$ cat src/rtl/io_periph_bus.sv
// I/O-region register file: decodes core requests into GPIO, a multi-CS SPI channel
// and a UART channel with a receive FIFO, using a three-state request handshake.
module io_periph_bus #(
  parameter int GPIO_W       = 5,
  parameter int NUM_CS       = 4,
  parameter int CS_W         = 3,
  parameter int RX_DEPTH     = 4,
  parameter bit SPI_BLOCKING = 1'b1
) (
  input  logic              clk,
  input  logic              rst_n,
  input  logic              start_request,
  input  logic              is_write,
  input  logic [7:0]        address,
  input  logic [31:0]       write_value,
  output logic [31:0]       read_value,
  output logic              request_done,
  input  logic [GPIO_W-1:0] gpio_in,
  output logic [GPIO_W-1:0] gpio_out,
  output logic [GPIO_W-1:0] gpio_dir,
  output logic              spi_start,
  output logic [7:0]        spi_tx_byte,
  input  logic              spi_done,
  input  logic [7:0]        spi_rx_byte,
  output logic [NUM_CS-1:0] spi_cs_n,
  output logic              uart_tx_start,
  output logic [7:0]        uart_tx_byte,
  input  logic              uart_tx_done,
  input  logic              uart_rx_valid,
  input  logic [7:0]        uart_rx_byte
);
  localparam int AW = $clog2(RX_DEPTH);
  localparam int PW = AW + 1;

  typedef enum logic [1:0] {IDLE, PEND, DONE} state_e;

  state_e            state_q, state_d;
  logic [31:0]       read_value_q, read_value_d;
  logic              request_done_q, request_done_d;
  logic [GPIO_W-1:0] gpio_out_q, gpio_out_d, gpio_dir_q, gpio_dir_d;
  logic [GPIO_W-1:0] gpio_s1_q, gpio_s2_q;
  logic              spi_start_q, spi_start_d, spi_sticky_q, spi_sticky_d;
  logic [NUM_CS-1:0] spi_cs_n_q, spi_cs_n_d;
  logic [7:0]        spi_tx_q, spi_tx_d, spi_rx_q, spi_rx_d;
  logic              uart_start_q, uart_start_d, uart_sticky_q, uart_sticky_d;
  logic [7:0]        uart_tx_q, uart_tx_d;
  logic [7:0]        mem_q [RX_DEPTH];
  logic [PW-1:0]     wr_ptr_q, wr_ptr_d, rd_ptr_q, rd_ptr_d;
  logic              ovf_q, ovf_d;

  logic [PW-1:0]     level;
  logic              empty, full, push, pop, flush, acc_wr, acc_rd, spi_go, cs_ok;
  logic [CS_W-1:0]   cs_idx;
  logic [31:0]       rd_data;

  assign level  = wr_ptr_q - rd_ptr_q;
  assign empty  = (level == '0);
  assign full   = (level == PW'(RX_DEPTH));
  assign acc_wr = (state_q == IDLE) && start_request && is_write;
  assign acc_rd = (state_q == IDLE) && start_request && !is_write;

  always_comb begin
    state_d        = state_q;
    read_value_d   = read_value_q;
    request_done_d = request_done_q;
    gpio_out_d     = gpio_out_q;
    gpio_dir_d     = gpio_dir_q;
    spi_start_d    = spi_start_q;
    spi_sticky_d   = spi_sticky_q;
    spi_cs_n_d     = spi_cs_n_q;
    spi_tx_d       = spi_tx_q;
    spi_rx_d       = spi_rx_q;
    uart_start_d   = uart_start_q;
    uart_sticky_d  = uart_sticky_q;
    uart_tx_d      = uart_tx_q;
    wr_ptr_d       = wr_ptr_q;
    rd_ptr_d       = rd_ptr_q;
    ovf_d          = ovf_q;
    flush          = 1'b0;
    pop            = 1'b0;
    push           = 1'b0;
    spi_go         = 1'b0;
    rd_data        = '0;
    cs_idx         = write_value[CS_W:1];
    cs_ok          = int'(cs_idx) < NUM_CS;

    // Channel completions first so a same-cycle accepted start takes precedence.
    if (spi_done) begin
      spi_start_d  = 1'b0;
      spi_cs_n_d   = '1;
      spi_rx_d     = spi_rx_byte;
      spi_sticky_d = 1'b1;
    end
    if (uart_tx_done) begin
      uart_start_d  = 1'b0;
      uart_sticky_d = 1'b1;
    end

    if (acc_wr) begin
      case (address)
        8'h00: gpio_out_d = write_value[GPIO_W-1:0] & gpio_dir_q;
        8'h02: gpio_dir_d = write_value[GPIO_W-1:0];
        8'h04: if (write_value[0] && cs_ok && !spi_start_q) begin
          spi_go       = 1'b1;
          spi_start_d  = 1'b1;
          spi_cs_n_d   = ~(NUM_CS'(1) << cs_idx);
          spi_sticky_d = 1'b0;
        end
        8'h05: spi_tx_d = write_value[7:0];
        8'h08: begin
          if (write_value[0] && !uart_start_q) begin
            uart_start_d  = 1'b1;
            uart_sticky_d = 1'b0;
          end
          flush = write_value[1];
          if (write_value[2]) ovf_d = 1'b0;
        end
        8'h09: uart_tx_d = write_value[7:0];
        default: ;
      endcase
    end

    case (address)
      8'h00: rd_data[GPIO_W-1:0] = gpio_out_q;
      8'h01: rd_data[GPIO_W-1:0] = gpio_s2_q & ~gpio_dir_q;
      8'h02: rd_data[GPIO_W-1:0] = gpio_dir_q;
      8'h04: rd_data[1:0] = {spi_sticky_q, spi_start_q};
      8'h05: rd_data[7:0] = spi_tx_q;
      8'h06: rd_data[7:0] = spi_rx_q;
      8'h08: rd_data[4:0] = {ovf_q, full, !empty, uart_sticky_q, uart_start_q};
      8'h09: rd_data[7:0] = uart_tx_q;
      8'h0A: if (!empty) begin
        rd_data[7:0] = mem_q[rd_ptr_q[AW-1:0]];
        pop          = acc_rd;
      end
      8'h0B: rd_data[PW-1:0] = level;
      default: ;
    endcase

    // A pop frees the slot a same-cycle push needs, so only push-without-pop overflows.
    if (uart_rx_valid && !flush) begin
      if (full && !pop) ovf_d = 1'b1;
      else              push  = 1'b1;
    end
    if (flush)    rd_ptr_d = wr_ptr_q;
    else if (pop) rd_ptr_d = rd_ptr_q + PW'(1);
    if (push)     wr_ptr_d = wr_ptr_q + PW'(1);

    case (state_q)
      IDLE: if (start_request) begin
        read_value_d = is_write ? '0 : rd_data;
        if (spi_go && SPI_BLOCKING) begin
          state_d = PEND;
        end else begin
          state_d        = DONE;
          request_done_d = 1'b1;
        end
      end
      PEND: begin
        if (!start_request) begin
          state_d = IDLE;
        end else if (spi_done) begin
          state_d        = DONE;
          request_done_d = 1'b1;
        end
      end
      DONE: if (!start_request) begin
        state_d        = IDLE;
        request_done_d = 1'b0;
        read_value_d   = '0;
      end
      default: state_d = IDLE;
    endcase
  end

  always_ff @(posedge clk) begin
    if (!rst_n) begin
      state_q        <= IDLE;
      read_value_q   <= '0;
      request_done_q <= 1'b0;
      gpio_out_q     <= '0;
      gpio_dir_q     <= '0;
      gpio_s1_q      <= '0;
      gpio_s2_q      <= '0;
      spi_start_q    <= 1'b0;
      spi_sticky_q   <= 1'b0;
      spi_cs_n_q     <= '1;
      spi_tx_q       <= '0;
      spi_rx_q       <= '0;
      uart_start_q   <= 1'b0;
      uart_sticky_q  <= 1'b0;
      uart_tx_q      <= '0;
      wr_ptr_q       <= '0;
      rd_ptr_q       <= '0;
      ovf_q          <= 1'b0;
    end else begin
      state_q        <= state_d;
      read_value_q   <= read_value_d;
      request_done_q <= request_done_d;
      gpio_out_q     <= gpio_out_d;
      gpio_dir_q     <= gpio_dir_d;
      gpio_s1_q      <= gpio_in;
      gpio_s2_q      <= gpio_s1_q;
      spi_start_q    <= spi_start_d;
      spi_sticky_q   <= spi_sticky_d;
      spi_cs_n_q     <= spi_cs_n_d;
      spi_tx_q       <= spi_tx_d;
      spi_rx_q       <= spi_rx_d;
      uart_start_q   <= uart_start_d;
      uart_sticky_q  <= uart_sticky_d;
      uart_tx_q      <= uart_tx_d;
      wr_ptr_q       <= wr_ptr_d;
      rd_ptr_q       <= rd_ptr_d;
      ovf_q          <= ovf_d;
    end
  end

  always_ff @(posedge clk) begin
    if (push) mem_q[wr_ptr_q[AW-1:0]] <= uart_rx_byte;
  end

  assign read_value    = read_value_q;
  assign request_done  = request_done_q;
  assign gpio_out      = gpio_out_q;
  assign gpio_dir      = gpio_dir_q;
  assign spi_start     = spi_start_q;
  assign spi_tx_byte   = spi_tx_q;
  assign spi_cs_n      = spi_cs_n_q;
  assign uart_tx_start = uart_start_q;
  assign uart_tx_byte  = uart_tx_q;
endmodule

$ cat config.mk
export PLATFORM = sky130hd
export DESIGN_NAME = io_periph_bus
export DESIGN_NICKNAME = d
export VERILOG_FILES = /design/src/rtl/io_periph_bus.sv
export SDC_FILE = /design/constraint.sdc
export NUM_CORES = 1
export LEC_CHECK = 0
export ABC_AREA = 1
export CAP_MARGIN = 5
export CORE_MARGIN = 2
export CORE_UTILIZATION = 44
export DETAILED_ROUTE_END_ITERATION = 8
export GPL_TIMING_DRIVEN = 0
export HOLD_SLACK_MARGIN = 0.15
export PLACE_DENSITY_LB_ADDON = 0.25
export SLEW_MARGIN = 10
export SYNTH_ARGS = -nofsm -noshare
export SYNTH_HDL_FRONTEND = slang
export SYNTH_SLANG_ARGS = --single-unit
$ cat constraint.sdc
create_clock -name clk -period 2.25 [get_ports clk]
set_clock_uncertainty 0.1 [all_clocks]
set_input_delay 0.3375 -clock clk [delete_from_list [all_inputs] [get_ports clk]]
set_output_delay 0.3375 -clock clk [all_outputs]
set_load 0.01 [all_outputs]
==> impl_metrics.tcl <==
set metrics [dict create \
    hp-class "reg -> reg" \
    max_slew_margin 0.533 \
    cts_root_buffer "clkbuf_16" \
    status "finished, violations left" \
    synth_ff_type "dfxtp_1" \
    min_period_ns 2.26 \
    synthDistinctLibCells 38 \
    multi_input_area_um2 2210 \
    syn-cell-area_um2 4970 \
    cts_tree "done" \
    drv_cap 0 \
    antenna_found_initial 0 \
    gp_congestion 0.904 \
    antenna_left 0 \
    dpl.hpwl_mm 9.80 \
    drt-initial-drc-count 352 \
    async_flop_share 0 \
    setup_violations 30 \
    internal_power_mw 2.94 \
    fp.dieH_um 110 \
    fillers 988 \
    final_util 0.603 \
    die_area_um2 12200 \
    io_buffers 83 \
    globalRouteTotalUtil 0.224 \
    final_max_slew_viol_count 0 \
    boundaryPins 133 \
    pwr-share-clk 0.375 \
    wirelength_mm 13.1 \
    hold_violations 0 \
    drcViolationCount 0 \
    synth_cells 628 \
    cts_buffers 9 \
    setup_tns_ns -0.218 \
    start_util 0.454 \
    rsz0062_at_grt "yes" \
    wl_met3_mm 1.00 \
    fp.dieW_um 110 \
    power.density_nw_per_um2 592 \
    m1WireLength_mm 5.43 \
    crit_fanout 8 \
    p_sw_frac 0.247 \
    yosysWarningCount 0 \
    clockBufferDepth 2 \
    ys_seq_area_frac 0.484 \
    cts.clk_slew.worst_paths_ns 0.07 \
    wl_per_cell_um 14.5 \
    grt_pass1_vias 4270 \
    switchingPower_mw 0.966 \
    htreeDepth 3 \
    combPwrFrac 0.109 \
    final_cell_area_um2 6600 \
    seq_area_um2 2400 \
    dpl_cell_area_um2 6060 \
    path_class "reg -> reg" \
    ys_ff_latch 104 \
    wl_met2_mm 6.43 \
    synth_edf_count 32 \
    crit_arrival_ns 2.27 \
    placed_cells 874 \
    p_seq_frac 0.516 \
    vias_per_cell 5.01 \
    setup_slack_ns -0.0127 \
    avgSynthCellArea_um2 7.91 \
    vias 4511 \
    grt.overflow.total 0 \
    cts.sinks 104 \
    grt_max_degree 19 \
    dr.pass1.iters 5 \
    post-route-period-util 1.01 \
    p_leak_nw 2.80 \
    nets 831 \
    grt_pass1_wl_mm 20.6 \
    route.top_layer_used "met4" \
    violations "negative setup slack" \
    worstMarginPinSlew_ns 0.701 \
    finalNonFillerCells 901 \
    drive_above_1_share 0.163 \
    startpoint_type "flip-flop" \
    row_count 38 \
    diodes 0 \
    clkLatencyLatePin_ns 0.34 \
    coreArea_um2 10900 \
    worstPathRequired_ns 2.26 \
    peakVddDrop_mv 0.411 \
    syn2layout_area_growth_pct 32.8 \
    worstSetupEndpointType "flip-flop" \
    fmax_ghz 0.442 \
]
==> cells in the final DEF (no fill, tap or decap), drive strengths merged <==
cell type / Yosys / final
o21ai: 55 / 55
inv: 74 / 79
nor2: 107 / 107
xor2: 1 / 1
a21oi: 36 / 36
ha: 6 / 6
clkdlybuf4s50: 0 / 83
nand3: 44 / 44
nand4: 3 / 3
or2: 1 / 1
clkbuf: 8 / 17
dfxtp: 72 / 72
a31oi: 1 / 1
o22ai: 9 / 9
a211oi: 3 / 3
nand2: 126 / 126
nor3: 9 / 9
xnor2: 1 / 1
buf: 32 / 43
o211ai: 2 / 2
fa: 1 / 1
o31ai: 1 / 1
edfxtp: 32 / 32
clkinv: 3 / 5
conb: 1 / 24
==> repair_timing <==
item                                   in CTS  in global routing
hold buffers                                0                  0
setup endpoints to repair                  38                 46
gates cloned                                0                  0
pin swaps                                   7                 11
endpoints found under the hold margin       0                  0
resized for setup                          18                 17
buffers inserted                            8                  8
==> synthesized netlist by cell type (2+ instances only) <==
master / n / share of area
nor2_2: 9 / 0.011
clkinv_1: 2 / 0.0015
a21oi_1: 34 / 0.034
inv_2: 9 / 0.0068
inv_1: 65 / 0.049
nor2_4: 6 / 0.014
edfxtp_1: 32 / 0.19
nor3_4: 3 / 0.0098
nor3_1: 6 / 0.0060
o21ai_1: 7 / 0.0071
nand2_1: 117 / 0.088
buf_2: 4 / 0.0040
ha_1: 6 / 0.015
buf_4: 26 / 0.039
nand2_4: 4 / 0.0091
clkbuf_1: 8 / 0.0060
nand3_1: 42 / 0.042
dfxtp_1: 72 / 0.29
o21ai_0: 48 / 0.048
nor2_1: 92 / 0.070
a211oi_1: 3 / 0.0045
o22ai_1: 9 / 0.011
nand2_2: 5 / 0.0063
nand4_1: 3 / 0.0038
a21oi_2: 2 / 0.0035
o211ai_1: 2 / 0.0030
==> power groups by stage <==
stage	logic [mW]	clock network, mW	registers [mW]
CTS	0.404	1.47	2.01
floorplan	0.208	0	2.05
global route	0.470	1.57	2.02
detailed placement	0.360	0	2.06
finish	0.427	1.47	2.01
global placement	0.352	0	2.05
==> worst max-delay path: stages, from the launching register on <==
cell and delay (ns):
dfxtp_2 0.34, inv_2 0.08, ha_4 0.13, inv_2 0.04
fa_2 0.38, inv_2 0.08, nand2_2 0.07, nand2_2 0.07
nand2_2 0.06, nand2_2 0.11, nand2_4 0.06, nor2_4 0.15
inv_4 0.06, nand2_8 0.11, nor2_4 0.05, buf_12 0.13
==> final cells by class <==
cell class / instances / area share
Sequential cell: 104 / 0.365
Tap cell: 140 / 0.0266
Buffer: 40 / 0.0395
Timing Repair Buffer: 94 / 0.148
Inverter: 77 / 0.0444
Clock inverter: 7 / 0.00778
Multi-Input combinational cell: 430 / 0.335
Clock buffer: 9 / 0.0341
==> per-stage QoR <==
step	power, mW	setup WS, ns	hold WS [ns]
final	3.91	-0.0127	0.315
after CTS	3.89	0.0113	0.315
after global placement	2.40	-0.680	0.297
after global routing	4.06	-0.0710	0.337
after detailed placement	2.41	-0.679	0.298
after floorplan	2.26	-0.129	0.290
==> per-layer routing <==
metal  vias to the layer above  track usage
met5                         -            0
met4                         0       0.0813
met3                        21       0.0323
met2                       174        0.382
met1                      2074        0.288
li1                       2242            -
==> state kept, by name (all words and copies together) (netlist names), 2 cells and up, named ones only <==
name          flops
state_q           2
wr_ptr_q          3
mem_q            32
gpio_dir          5
rd_ptr_q          3
spi_tx_byte       8
gpio_out          5
read_value        8
spi_rx_q          8
gpio_s2_q         5
gpio_s1_q         5
spi_cs_n          4
uart_tx_byte      8
==> final timing paths <==
kind                     start           end  slack [ns]  depth (start not counted)
hold / removal    gpio_s1_q[3]  gpio_s2_q[3]        0.32                          2
setup reg to reg   wr_ptr_q[0]   mem_q[0][2]       -0.01                         15
hold reg to reg   gpio_s1_q[3]  gpio_s2_q[3]        0.32                          2
setup / recovery   wr_ptr_q[0]   mem_q[0][2]       -0.01                         15
==> kinds of logic after synthesis <==
logic type | share of synthesized area
buffers and inverters | 0.111
other | 0.000755
adder cells (fa/ha/maj) | 0.0191
AND/OR/NAND/NOR | 0.267
XOR/XNOR | 0.00353
AO/OA/AOI/OAI | 0.115
flip-flops | 0.484
No activity file was read; power rests on OpenSTA's default activity.
